--- config.mk ---
export PLATFORM = sky130hd
export DESIGN_NAME = pipe_gap_gen_flat
export DESIGN_NICKNAME = d
export VERILOG_FILES = /design/src/rtl/pipe_gap_gen_if.sv /design/src/rtl/pipe_gap_gen.sv /design/src/flat_wrapper.sv
export SDC_FILE = /design/constraint.sdc
export NUM_CORES = 1
export LEC_CHECK = 0
export ABC_AREA = 1
export BUFFER_PORTS_ARGS = -buffer_cell sky130_fd_sc_hd__buf_2
export CAP_MARGIN = 20
export CORE_UTILIZATION = 30
export CTS_CLUSTER_DIAMETER = 150
export DETAILED_ROUTE_END_ITERATION = 10
export GPL_TIMING_DRIVEN = 0
export HOLD_SLACK_MARGIN = 0.02
export PLACE_DENSITY_LB_ADDON = 0.08
export SYNTH_ARGS = -nofsm -noshare
export SYNTH_HDL_FRONTEND = slang
export SYNTH_SLANG_ARGS = --single-unit
export TNS_END_PERCENT = 5
--- constraint.sdc ---
create_clock -name i_clk -period 2.43 [get_ports i_clk]
set_clock_uncertainty 0.15 [all_clocks]
set_input_delay 0.1215 -clock i_clk [delete_from_list [all_inputs] [get_ports i_clk]]
set_output_delay 0.1215 -clock i_clk [all_outputs]
set_load 0.02 [all_outputs]
--- src/rtl/pipe_gap_gen_if.sv ---
// rtl/pipe_gap_gen_if.sv - control and result bundle between game logic and the gap generator
interface pipe_gap_gen_if #(
  parameter int YW = 10,
  parameter int LW = 3
);
  logic          enable;
  logic [31:0]   rand_in;
  logic          pop;
  logic          gap_valid;
  logic [YW-1:0] gap_y;
  logic [LW-1:0] level;
  logic [15:0]   reject_cnt;

  modport master (
    output enable, rand_in, pop,
    input  gap_valid, gap_y, level, reject_cnt
  );

  modport slave (
    input  enable, rand_in, pop,
    output gap_valid, gap_y, level, reject_cnt
  );
endinterface

--- src/rtl/pipe_gap_gen.sv ---
// rtl/pipe_gap_gen.sv - rejection-sampled, step-clamped pipe gap Y positions queued in a small FIFO
module pipe_gap_gen #(
  parameter int GAP_MIN   = 80,
  parameter int GAP_RANGE = 320,
  parameter int MAX_STEP  = 120,
  parameter int DEPTH     = 4,
  parameter int YW        = 10
) (
  input logic            i_clk,
  input logic            i_rst,
  pipe_gap_gen_if.slave  bus
);
  localparam int CW = $clog2(GAP_RANGE);
  localparam int AW = $clog2(DEPTH);
  localparam int LW = AW + 1;

  logic          r_s1_valid;
  logic [YW-1:0] r_s1_y;
  logic          r_first;
  logic [YW-1:0] r_last;
  logic [YW-1:0] r_mem [DEPTH];
  logic [AW-1:0] r_wptr;
  logic [AW-1:0] r_rptr;
  logic [LW-1:0] r_level;
  logic [15:0]   r_reject_cnt;

  logic [CW-1:0] w_cand;
  logic          w_room;
  logic          w_sample;
  logic          w_accept;
  logic [YW:0]   w_s1_x;
  logic [YW:0]   w_last_x;
  logic [YW:0]   w_hi;
  logic [YW:0]   w_s1_hi;
  logic [YW-1:0] w_push_y;
  logic          w_push;
  logic          w_pop;

  assign w_cand   = bus.rand_in[CW-1:0];
  // Room check uses registered state only, so one in-flight sample is always accounted for.
  assign w_room   = ({1'b0, r_level} + (LW+1)'(r_s1_valid)) < (LW+1)'(DEPTH);
  assign w_sample = bus.enable && w_room;
  assign w_accept = {1'b0, w_cand} < (CW+1)'(GAP_RANGE);

  assign w_s1_x   = {1'b0, r_s1_y};
  assign w_last_x = {1'b0, r_last};
  assign w_hi     = w_last_x + (YW+1)'(MAX_STEP);
  assign w_s1_hi  = w_s1_x + (YW+1)'(MAX_STEP);

  always_comb begin
    w_push_y = r_s1_y;
    if (!r_first) begin
      if (w_s1_x > w_hi)
        w_push_y = w_hi[YW-1:0];
      else if (w_s1_hi < w_last_x)
        w_push_y = r_last - YW'(MAX_STEP);
    end
  end

  assign w_push = r_s1_valid;
  assign w_pop  = bus.pop && (r_level != '0);

  always_ff @(posedge i_clk) begin
    if (i_rst) begin
      r_s1_valid   <= 1'b0;
      r_s1_y       <= '0;
      r_first      <= 1'b1;
      r_last       <= '0;
      r_wptr       <= '0;
      r_rptr       <= '0;
      r_level      <= '0;
      r_reject_cnt <= '0;
      for (int i = 0; i < DEPTH; i++) r_mem[i] <= '0;
    end else begin
      r_s1_valid <= w_sample && w_accept;
      if (w_sample && w_accept)
        r_s1_y <= YW'(GAP_MIN) + YW'(w_cand);
      if (w_sample && !w_accept && r_reject_cnt != 16'hFFFF)
        r_reject_cnt <= r_reject_cnt + 16'd1;

      if (w_push) begin
        r_mem[r_wptr] <= w_push_y;
        r_wptr        <= r_wptr + AW'(1);
        r_last        <= w_push_y;
        r_first       <= 1'b0;
      end
      if (w_pop)
        r_rptr <= r_rptr + AW'(1);

      case ({w_push, w_pop})
        2'b10:   r_level <= r_level + LW'(1);
        2'b01:   r_level <= r_level - LW'(1);
        default: r_level <= r_level;
      endcase
    end
  end

  assign bus.gap_valid  = (r_level != '0);
  assign bus.gap_y      = r_mem[r_rptr];
  assign bus.level      = r_level;
  assign bus.reject_cnt = r_reject_cnt;
endmodule

--- src/flat_wrapper.sv ---
// flat-port wrapper written by rule: the top's interface ports become plain ports
module pipe_gap_gen_flat 
#(
  parameter int GAP_MIN   = 80,
  parameter int GAP_RANGE = 320,
  parameter int MAX_STEP  = 120,
  parameter int DEPTH     = 4,
  parameter int YW        = 10
)
  (i_clk, i_rst, bus_enable, bus_rand_in, bus_pop, bus_gap_valid, bus_gap_y, bus_level, bus_reject_cnt);
  pipe_gap_gen_if #(.YW(YW)) bus_i ();
  input logic i_clk;
  input logic i_rst;
  input wire logic [$bits(bus_i.enable)-1:0] bus_enable;
  input wire logic [$bits(bus_i.rand_in)-1:0] bus_rand_in;
  input wire logic [$bits(bus_i.pop)-1:0] bus_pop;
  output wire logic [$bits(bus_i.gap_valid)-1:0] bus_gap_valid;
  output wire logic [$bits(bus_i.gap_y)-1:0] bus_gap_y;
  output wire logic [$bits(bus_i.level)-1:0] bus_level;
  output wire logic [$bits(bus_i.reject_cnt)-1:0] bus_reject_cnt;
  assign bus_i.enable = bus_enable;
  assign bus_i.rand_in = bus_rand_in;
  assign bus_i.pop = bus_pop;
  assign bus_gap_valid = bus_i.gap_valid;
  assign bus_gap_y = bus_i.gap_y;
  assign bus_level = bus_i.level;
  assign bus_reject_cnt = bus_i.reject_cnt;
  pipe_gap_gen #(.GAP_MIN(GAP_MIN), .GAP_RANGE(GAP_RANGE), .MAX_STEP(MAX_STEP), .DEPTH(DEPTH), .YW(YW)) u_core (.i_clk(i_clk), .i_rst(i_rst), .bus(bus_i));
endmodule
==> summary.txt, run 1 <==
STA
  – Worst-Margin Slew: 676 ps
  – RSZ-0062 raised after global routing: yes
  – Final setup TNS: -7960 ps
  – Post-route worst setup slack: -236 ps
  – Slew Limit Headroom: 54.6%
  – Final hold viol count: 0
  – Setup Viol. Count Final: 50
  – Max Freq: 375 MHz
  – Period utilisation layout: 110%
  – Max-slew violations: 0
  – Minimum clock period: 2670 ps

CTS
  – H-tree Lvls: 3
  – CTS Root Cell: clkbuf_16
  – Clock latency on the worst-skew pair: 350 ps
  – # clock sinks: 87
  – Clock buffer depth: 2
  – CTS tree: done
  – Num CTS Buffers: 9
  – Clk slew on worst S/H paths: 70 ps

Placed design
  – Port bufs: 42
  – RD Place Congestion: 0.824
  – Detailed Place HPWL: 8.79 mm
  – Placed cells: 826

Synthesis
  – Post-synth top flop: dfxtp_1
  – Asr flop ratio synth: 0%
  – Seq/Total Area, Yosys: 45.4%
  – Syn. warnings: 0
  – Syn_nets: 632
  – Synth Instances: 572
  – Distinct cells, synth: 40
  – Synth Area in Simple Gates: 23.0%
  – Post-synth EDFFs: 40
  – Xor and xnor area share after synthesis: 4.08%
  – Post-synthesis mux area share: 0%
  – Avg Cell Area, Syn: 8.25 um^2
  – Synthesized area: 0.00472 mm^2
  – Largest family of logic cells by synthesized area: simple AND/OR/NAND/NOR gates
  – Compound-gate portion of the synthesized area: 12.8%
  – Seq cells post-synth: 87
  – Post-Synth Adder-Cell Area: 6.52%

Floorplanning
  – # IOs: 66
  – Core ar.: 0.0153 mm^2
  – Initial Util: 30.9%
  – Chip height: 127 um
  – # rows: 45
  – Die ar.: 0.0162 mm^2
  – Die X: 127 um

Power and ir drop
  – P_sw: 0.00172 W
  – Combinational power share: 33.6%
  – Sequential power share: 37.4%
  – Peak VDD IR: 408 uV
  – Pwr Density: 759 mW/mm^2
  – P_int: 0.00290 W
  – Switching share of total power: 37.2%
  – Leakage power figure: 2.49 nW
  – Clock power frac: 29.0%

Drt
  – WL/cell: 14.2 um
  – Initial DRC Count: 190
  – DRC viols: 0
  – Drt first pass iters: 5
  – Vias: 3957
  – Aggregate routed wire length: 12.3 mm
  – Via-per-instance ratio: 4.55
  – Detail Route Antenna Nets: 0

Setup path
  – CP Capture Type: register
  – Crit start category: register
  – Worst Path Max Fanout: 5
  – Crit Path Class: register to register
  – Reg2reg end: u_core.r_mem[0][3]
  – Worst R2R Start: u_core.r_last[3]
  – Cell count of the worst reg-to-reg path: 15
  – Worst path arrival time: 2600 ps
  – Worst EP required: 2370 ps
  – Flop-to-flop setup slack: -240 ps

Global route
  – Grt total ovfl: 0
  – Total track usage: 16.4%
  – Vias in the first global route: 3871
  – First-pass GRT wire length: 20.1 mm
  – Initial antenna violation count: 0
  – Largest net degree at the start of global routing: 16

Finish
  – Filler cell count: 1596
  – Post-layout util: 39.9%
  – Layout cells sized above 1: 25.3%
  – Nets: 714
  – # diodes: 0
  – Area grow syn2layout: 28.9%
  – Non-Filler Instances: 870

Worst hold path
  – Hold Crit Depth: 4
  – Worst Hold End: u_core.r_last[9]
  – Hold path startpoint: i_rst
  – Worst Hold Class: input pin to register

Run status
  – Failing checks: negative setup slack
  – Status: complete, but fails checks

Job
  – MaxCap Viol Count: 0
[critical path, cell delays in order (launching register included)]
cell	delay, ps
dfxtp_4	370
inv_6	80
ha_4	160
nand3_4	90
xor2_1	280
inv_1	100
ha_1	320
nand2_4	70
nor2_4	120
nor2_4	70
nand2_4	160
nand2_8	100
nand2_8	100
nand2_4	60
nand3_4	120
nor2_1	60
[cell usage in the layout (no fill, tap or decap), types with 6 or more instances in the layout]
cell type      synthesis  routed
nand2_2               12      11
inv_1                 80      72
xor2_1                19      15
dfxtp_1               47      40
nand3_4                1       9
buf_2                  2      44
nor2_1                66      62
edfxtp_1              40      40
clkbuf_1              11      11
nand3_1               38      29
nand2_4                4      13
o21ai_0               54      49
nand3_2                5       6
a21oi_1               41      41
inv_2                  2       7
ha_1                  23      20
dlygate4sd3_1          0       8
clkbuf_16              0       9
buf_4                  1      20
nand2_1               77      68
o22ai_1               10      10
nor3_1                 8       8
[power by group through the flow]
stage / logic (W) / registers (W) / clock network [W]
CTS: 0.00147 / 0.00172 / 0.00138
finish: 0.00155 / 0.00173 / 0.00134
detailed placement: 0.00136 / 0.00175 / 0
global placement: 0.00135 / 0.00175 / 0
floorplan: 0.000949 / 0.00176 / 0
global route: 0.00174 / 0.00174 / 0.00145
[per-layer routing]
| metal | GRT usage, % | vias to the layer above | share of wire, % |
|---|---|---|---|
| met5 | 0 | - | 0 |
| met4 | 4.90 | 0 | 1.8 |
| met3 | 3.69 | 17 | 3.0 |
| met2 | 27.3 | 65 | 47 |
| met1 | 21.2 | 1813 | 48 |
| li1 | - | 2062 | - |
[cell type report]
cell class              count  area, um^2  share of cell area [%]
multi-input cells         388        2520                    41.5
flip-flops and latches     87        2160                    35.5
repair buffers             71         464                    7.63
inverters                  83         327                    5.37
well taps                 211         264                    4.34
clock buffers              11         243                    3.99
plain buffers              14        60.1                   0.987
clock inverters             5        41.3                   0.679
[cells in the mapped netlist, types with 3 or more instances]
master,number,share of area (%)
dfxtp_1,47,20
o21ai_0,54,5.7
ha_1,23,6.1
inv_1,80,6.4
edfxtp_1,40,25
xor2_1,19,3.5
nand2_2,12,1.6
nand2_4,4,0.95
nand4_1,3,0.40
nor3b_1,3,0.48
a21oi_1,41,4.3
clkbuf_1,11,0.87
nand2_1,77,6.1
nor3_1,8,0.85
xnor2_1,3,0.56
nor2_1,66,5.2
nand3_1,38,4.0
o22ai_1,10,1.3
nand3_2,5,1.1
[worst max-delay path by stage]
stage	cells past startpoint	to	startpoint	slack, ps
2_1_floorplan	18	u_core.r_mem[3][9]	u_core.r_s1_y[4]	-2
3_3_place_gp	15	u_core.r_mem[2][4]	u_core.r_last[3]	-460
3_5_place_dp	15	u_core.r_mem[1][7]	u_core.r_last[3]	-440
4_1_cts	19	u_core.r_mem[0][0]	u_core.r_last[5]	-240
5_1_grt	15	u_core.r_mem[0][3]	u_core.r_last[3]	-350
6_report	15	u_core.r_mem[0][3]	u_core.r_last[3]	-240
[sequential cells by signal (all words and copies together) (netlist names), named ones only]
register / cells
u_core.r_last: 10
u_core.r_s1_y: 10
u_core.r_s1_valid: 1
u_core.bus.level: 3
u_core.r_rptr: 2
u_core.r_first: 1
u_core.bus.reject_cnt: 16
u_core.r_wptr: 2
u_core.r_mem: 40
[per-stage QoR]
stage / setup WS (ps) / cell area [um^2] / power, W / hold WS (ps)
global placement: -456 / 5200 / 0.00310 / 187
global route: -354 / 6080 / 0.00492 / 85.7
detailed placement: -435 / 5220 / 0.00311 / 194
floorplan: -2.30 / 4730 / 0.00271 / 61.5
finish: -236 / 6080 / 0.00462 / 50.0
CTS: -243 / 5890 / 0.00457 / 32.8
[timing repair]
| action | 4_1_cts | 5_1_grt |
|---|---|---|
| pin swaps | 25 | 24 |
| buffers inserted | 16 | 4 |
| gates resized for setup | 41 | 42 |
| gates cloned | 1 | 0 |
| setup endpoints to repair | 70 | 80 |
| hold buffers | 8 | 0 |
| hold endpoints to repair | 9 | 0 |
[cells by family (layout without fill, tap and decap cells)]
family | Yosys count | count (layout)
XOR/XNOR | 22 | 22
adder cells (fa/ha/maj) | 24 | 24
buffers and inverters | 98 | 184
AO/OA/AOI/OAI | 114 | 114
AND/OR/NAND/NOR | 227 | 228
flip-flops | 87 | 87
Power figures use the tool's default switching activity.
==> inputs of run 2 (changes only) <==
Settings changed: ABC_AREA 1 to 0, CORE_MARGIN set to 5.
==> run 2 against run 1 <==
The flow still finishes with violations (negative setup slack). Fmax is 18% lower. Worst hold slack got worse by 4.0 ps. Setup slack got worse by 580 ps. Flip-flop and latch count is the same. Sequential power decreased by 3%. Design area grew 0.60%. Power shrank 2.1%. Die area rose by 13%. Cell count is 12% lower. Largest cell class unchanged. Largest power group unchanged. Highest routed layer unchanged.
==> summary.txt, run 2 <==
Run status
  – Status: complete, but fails checks (unchanged)
  – Failing checks: negative setup slack (unchanged)

Power and ir drop
  – Clock power frac: 33.5% (was 29.0%)
  – P_sw: 0.00144 W (was 0.00172 W)
  – Switching share of total power: 31.8% (was 37.2%)
  – Sequential power share: 37.2% (was 37.4%)
  – Leakage power figure: 2.29 nW (was 2.49 nW)
  – Peak VDD IR: 347 uV (was 408 uV)
  – P_int: 0.00308 W (was 0.00290 W)
  – Pwr Density: 739 mW/mm^2 (was 759 mW/mm^2)
  – Combinational power share: 29.3% (was 33.6%)

Drt
  – Drt first pass iters: 4 (was 5)
  – Via-per-instance ratio: 4.81 (was 4.55)
  – Vias: 3673 (was 3957)
  – Aggregate routed wire length: 12.8 mm (was 12.3 mm)
  – DRC viols: 0 (unchanged)
  – Initial DRC Count: 191 (was 190)
  – WL/cell: 16.8 um (was 14.2 um)
  – Detail Route Antenna Nets: 0 (unchanged)

Setup path
  – Worst Path Max Fanout: 5 (unchanged)
  – Reg2reg end: u_core.r_mem[1][1] (was u_core.r_mem[0][3])
  – Flop-to-flop setup slack: -820 ps (was -240 ps)
  – Worst path arrival time: 3180 ps (was 2600 ps)
  – Setup crit start: u_core.r_last[4] (was u_core.r_last[3])
  – Cell count of the worst reg-to-reg path: 12 (was 15)
  – Crit start category: register (unchanged)
  – Worst R2R Start: u_core.r_last[4] (was u_core.r_last[3])
  – Crit Path Class: register to register (unchanged)
  – CP Capture Type: register (unchanged)
  – Worst EP required: 2360 ps (was 2370 ps)
  – Crit path to: u_core.r_mem[1][1] (was u_core.r_mem[0][3])

Floorplanning
  – # IOs: 66 (unchanged)
  – Core ar.: 0.0157 mm^2 (was 0.0153 mm^2)
  – Die X: 136 um (was 127 um)
  – # rows: 46 (was 45)
  – Initial Util: 30.2% (was 30.9%)
  – Die ar.: 0.0184 mm^2 (was 0.0162 mm^2)
  – Chip height: 136 um (was 127 um)

Finish
  – # diodes: 0 (unchanged)
  – Nets: 602 (was 714)
  – Filler cell count: 1594 (was 1596)
  – Fin area: 0.00612 mm^2 (was 0.00608 mm^2)
  – Biggest register: u_core.r_mem (unchanged)
  – Commonest non-fill, non-tap cell in the layout: nor2_1 (was inv_1)
  – Most frequent cells in the layout: 79 x nor2_1, 43 x dfxtp_1, 42 x buf_2 (was 72 x inv_1, 68 x nand2_1, 62 x nor2_1)
  – Area grow syn2layout: 29.3% (was 28.9%)
  – Layout cells sized above 1: 27.6% (was 25.3%)
  – Largest register FFs: 40 (unchanged)
  – Post-layout util: 39.1% (was 39.9%)

STA
  – Setup Viol. Count Final: 50 (unchanged)
  – Max Freq: 308 MHz (was 375 MHz)
  – Period utilisation layout: 134% (was 110%)
  – Worst-Margin Slew: 706 ps (was 676 ps)
  – RSZ-0062 raised after global routing: yes (unchanged)
  – Max-slew violations: 0 (unchanged)
  – Final hold viol count: 0 (unchanged)
  – Minimum clock period: 3250 ps (was 2670 ps)
  – WHS: 45.9 ps (was 50.0 ps)
  – Post-route worst setup slack: -817 ps (was -236 ps)
  – Slew Limit Headroom: 52.9% (was 54.6%)
  – Final setup TNS: -36640 ps (was -7960 ps)

Global route
  – Largest net degree at the start of global routing: 16 (unchanged)
  – Total track usage: 14.8% (was 16.4%)
  – Initial antenna violation count: 0 (unchanged)
  – Vias in the first global route: 3774 (was 3871)
  – First-pass GRT wire length: 20.9 mm (was 20.1 mm)
  – Grt total ovfl: 0 (unchanged)

Synthesis
  – Seq/Total Area, Yosys: 45.2% (was 45.4%)
  – Post-synth top flop: dfxtp_1 (unchanged)
  – Syn_nets: 520 (was 632)
  – Distinct cells, synth: 64 (was 40)
  – Synth Instances: 460 (was 572)
  – Most instantiated cells after synthesis: 80 x nor2_1, 47 x dfxtp_1, 40 x edfxtp_1 (was 80 x inv_1, 77 x nand2_1, 66 x nor2_1)
  – Post-synth EDFFs: 40 (unchanged)
  – Syn. warnings: 0 (unchanged)
  – Synth area leaders: edfxtp_1 25%, dfxtp_1 20%, nor2_1 6.3% (was edfxtp_1 25%, dfxtp_1 20%, inv_1 6.4%)
  – Synthesized area: 0.00473 mm^2 (was 0.00472 mm^2)
  – Largest area contributor in the netlist: edfxtp_1 (unchanged)
  – Seq cells post-synth: 87 (unchanged)
  – Top-area cell type share of the netlist area: 25.4% (was 25.5%)
  – Asr flop ratio synth: 0% (unchanged)
  – Top-count cell post-synth: nor2_1 (was inv_1)
  – Avg Cell Area, Syn: 10.3 um^2 (was 8.25 um^2)

CTS
  – Clock latency on the worst-skew pair: 350 ps (about the same)
  – CTS Root Cell: clkbuf_16 (unchanged)
  – H-tree Lvls: 3 (unchanged)
  – Num CTS Buffers: 9 (unchanged)
  – # clock sinks: 87 (unchanged)
  – Clk slew on worst S/H paths: 70 ps (about the same)
  – CTS tree: done (unchanged)
  – Clock buffer depth: 2 (unchanged)

Placed design
  – Detailed Place HPWL: 9.12 mm (was 8.79 mm)
  – Port bufs: 42 (unchanged)
  – DP Area: 0.00535 mm^2 (was 0.00522 mm^2)
  – RD Place Congestion: 0.805 (was 0.824)

Worst hold path
  – Worst Hold Class: input pin to register (unchanged)

Job
  – MaxCap Viol Count: 0 (unchanged)
run 2: kinds of logic after synthesis:
group | Yosys count | share of synthesized area (%)
compound gates | 71 | 12.8
xor+xnor | 36 | 6.66
fa+ha+maj | 24 | 6.50
buf+inv | 44 | 3.67
flops | 87 | 45.2
mux | 23 | 7.51
simple gates | 175 | 17.7
run 2: power by group through the flow:
stage	combinational [W]	clock [W]	sequential, W
after floorplan	0.000849	0	0.00171
after global routing	0.00146	0.00162	0.00169
after detailed placement	0.00116	0	0.00171
final	0.00133	0.00151	0.00168
after global placement	0.00114	0	0.00171
after CTS	0.00129	0.00156	0.00168
run 2: final cells by class:
cell class	instances	area, um^2	area share [%]
clock buffers	10	229	3.74
plain buffers	21	109	1.78
well taps	216	270	4.42
inverters	22	87.6	1.43
repair buffers	72	462	7.54
flip-flops and latches	87	2150	35.2
clock inverters	6	92.6	1.51
multi-input cells	329	2720	44.4
run 2: what timing repair did:
action                     in CTS  in global routing
setup buffers                  18                  3
gates resized for setup        27                  9
pin swaps                      23                 14
hold buffers                    9                  0
setup endpoints to repair      60                 54
hold endpoints to repair       10                  0
run 2: worst min-delay path by stage:
stage | startpoint | endpoint | slack [ps] | cells after the start
after global placement | bus_rand_in[2] | u_core.r_s1_y[2] | 200 | 3
after detailed placement | bus_rand_in[2] | u_core.r_s1_y[2] | 210 | 3
final | bus_rand_in[6] | u_core.r_s1_y[6] | 50 | 5
after CTS | bus_rand_in[6] | u_core.r_s1_y[6] | 50 | 5
after floorplan | bus_rand_in[0] | u_core.r_s1_y[0] | 120 | 2
after global routing | bus_rand_in[6] | u_core.r_s1_y[6] | 110 | 5
run 2: critical path, stage by stage, from the launching register on:
cell,delay (ps)
dfxtp_4,380
inv_4,70
ha_4,140
nor3b_4,250
nor3_2,90
xnor2_2,270
ha_4,270
nand3_4,80
a211o_1,160
o211ai_4,130
a22oi_4,470
mux2i_4,440
nor2_1,80
run 2: per-stage QoR:
stage | total power, W | instances | worst slack (ps)
4_1_cts | 0.00453 | 760 | -844
6_report | 0.00452 | 763 | -817
5_1_grt | 0.00477 | 763 | -1010
3_3_place_gp | 0.00285 | 718 | -1060
2_1_floorplan | 0.00256 | 460 | -499
3_5_place_dp | 0.00287 | 718 | -1080
run 2: layer usage:
layer,track usage [%],share of wire [%]
met2,24.5,49
met4,3.53,1.4
met5,0,0
met3,3.38,3.0
met1,19.6,47
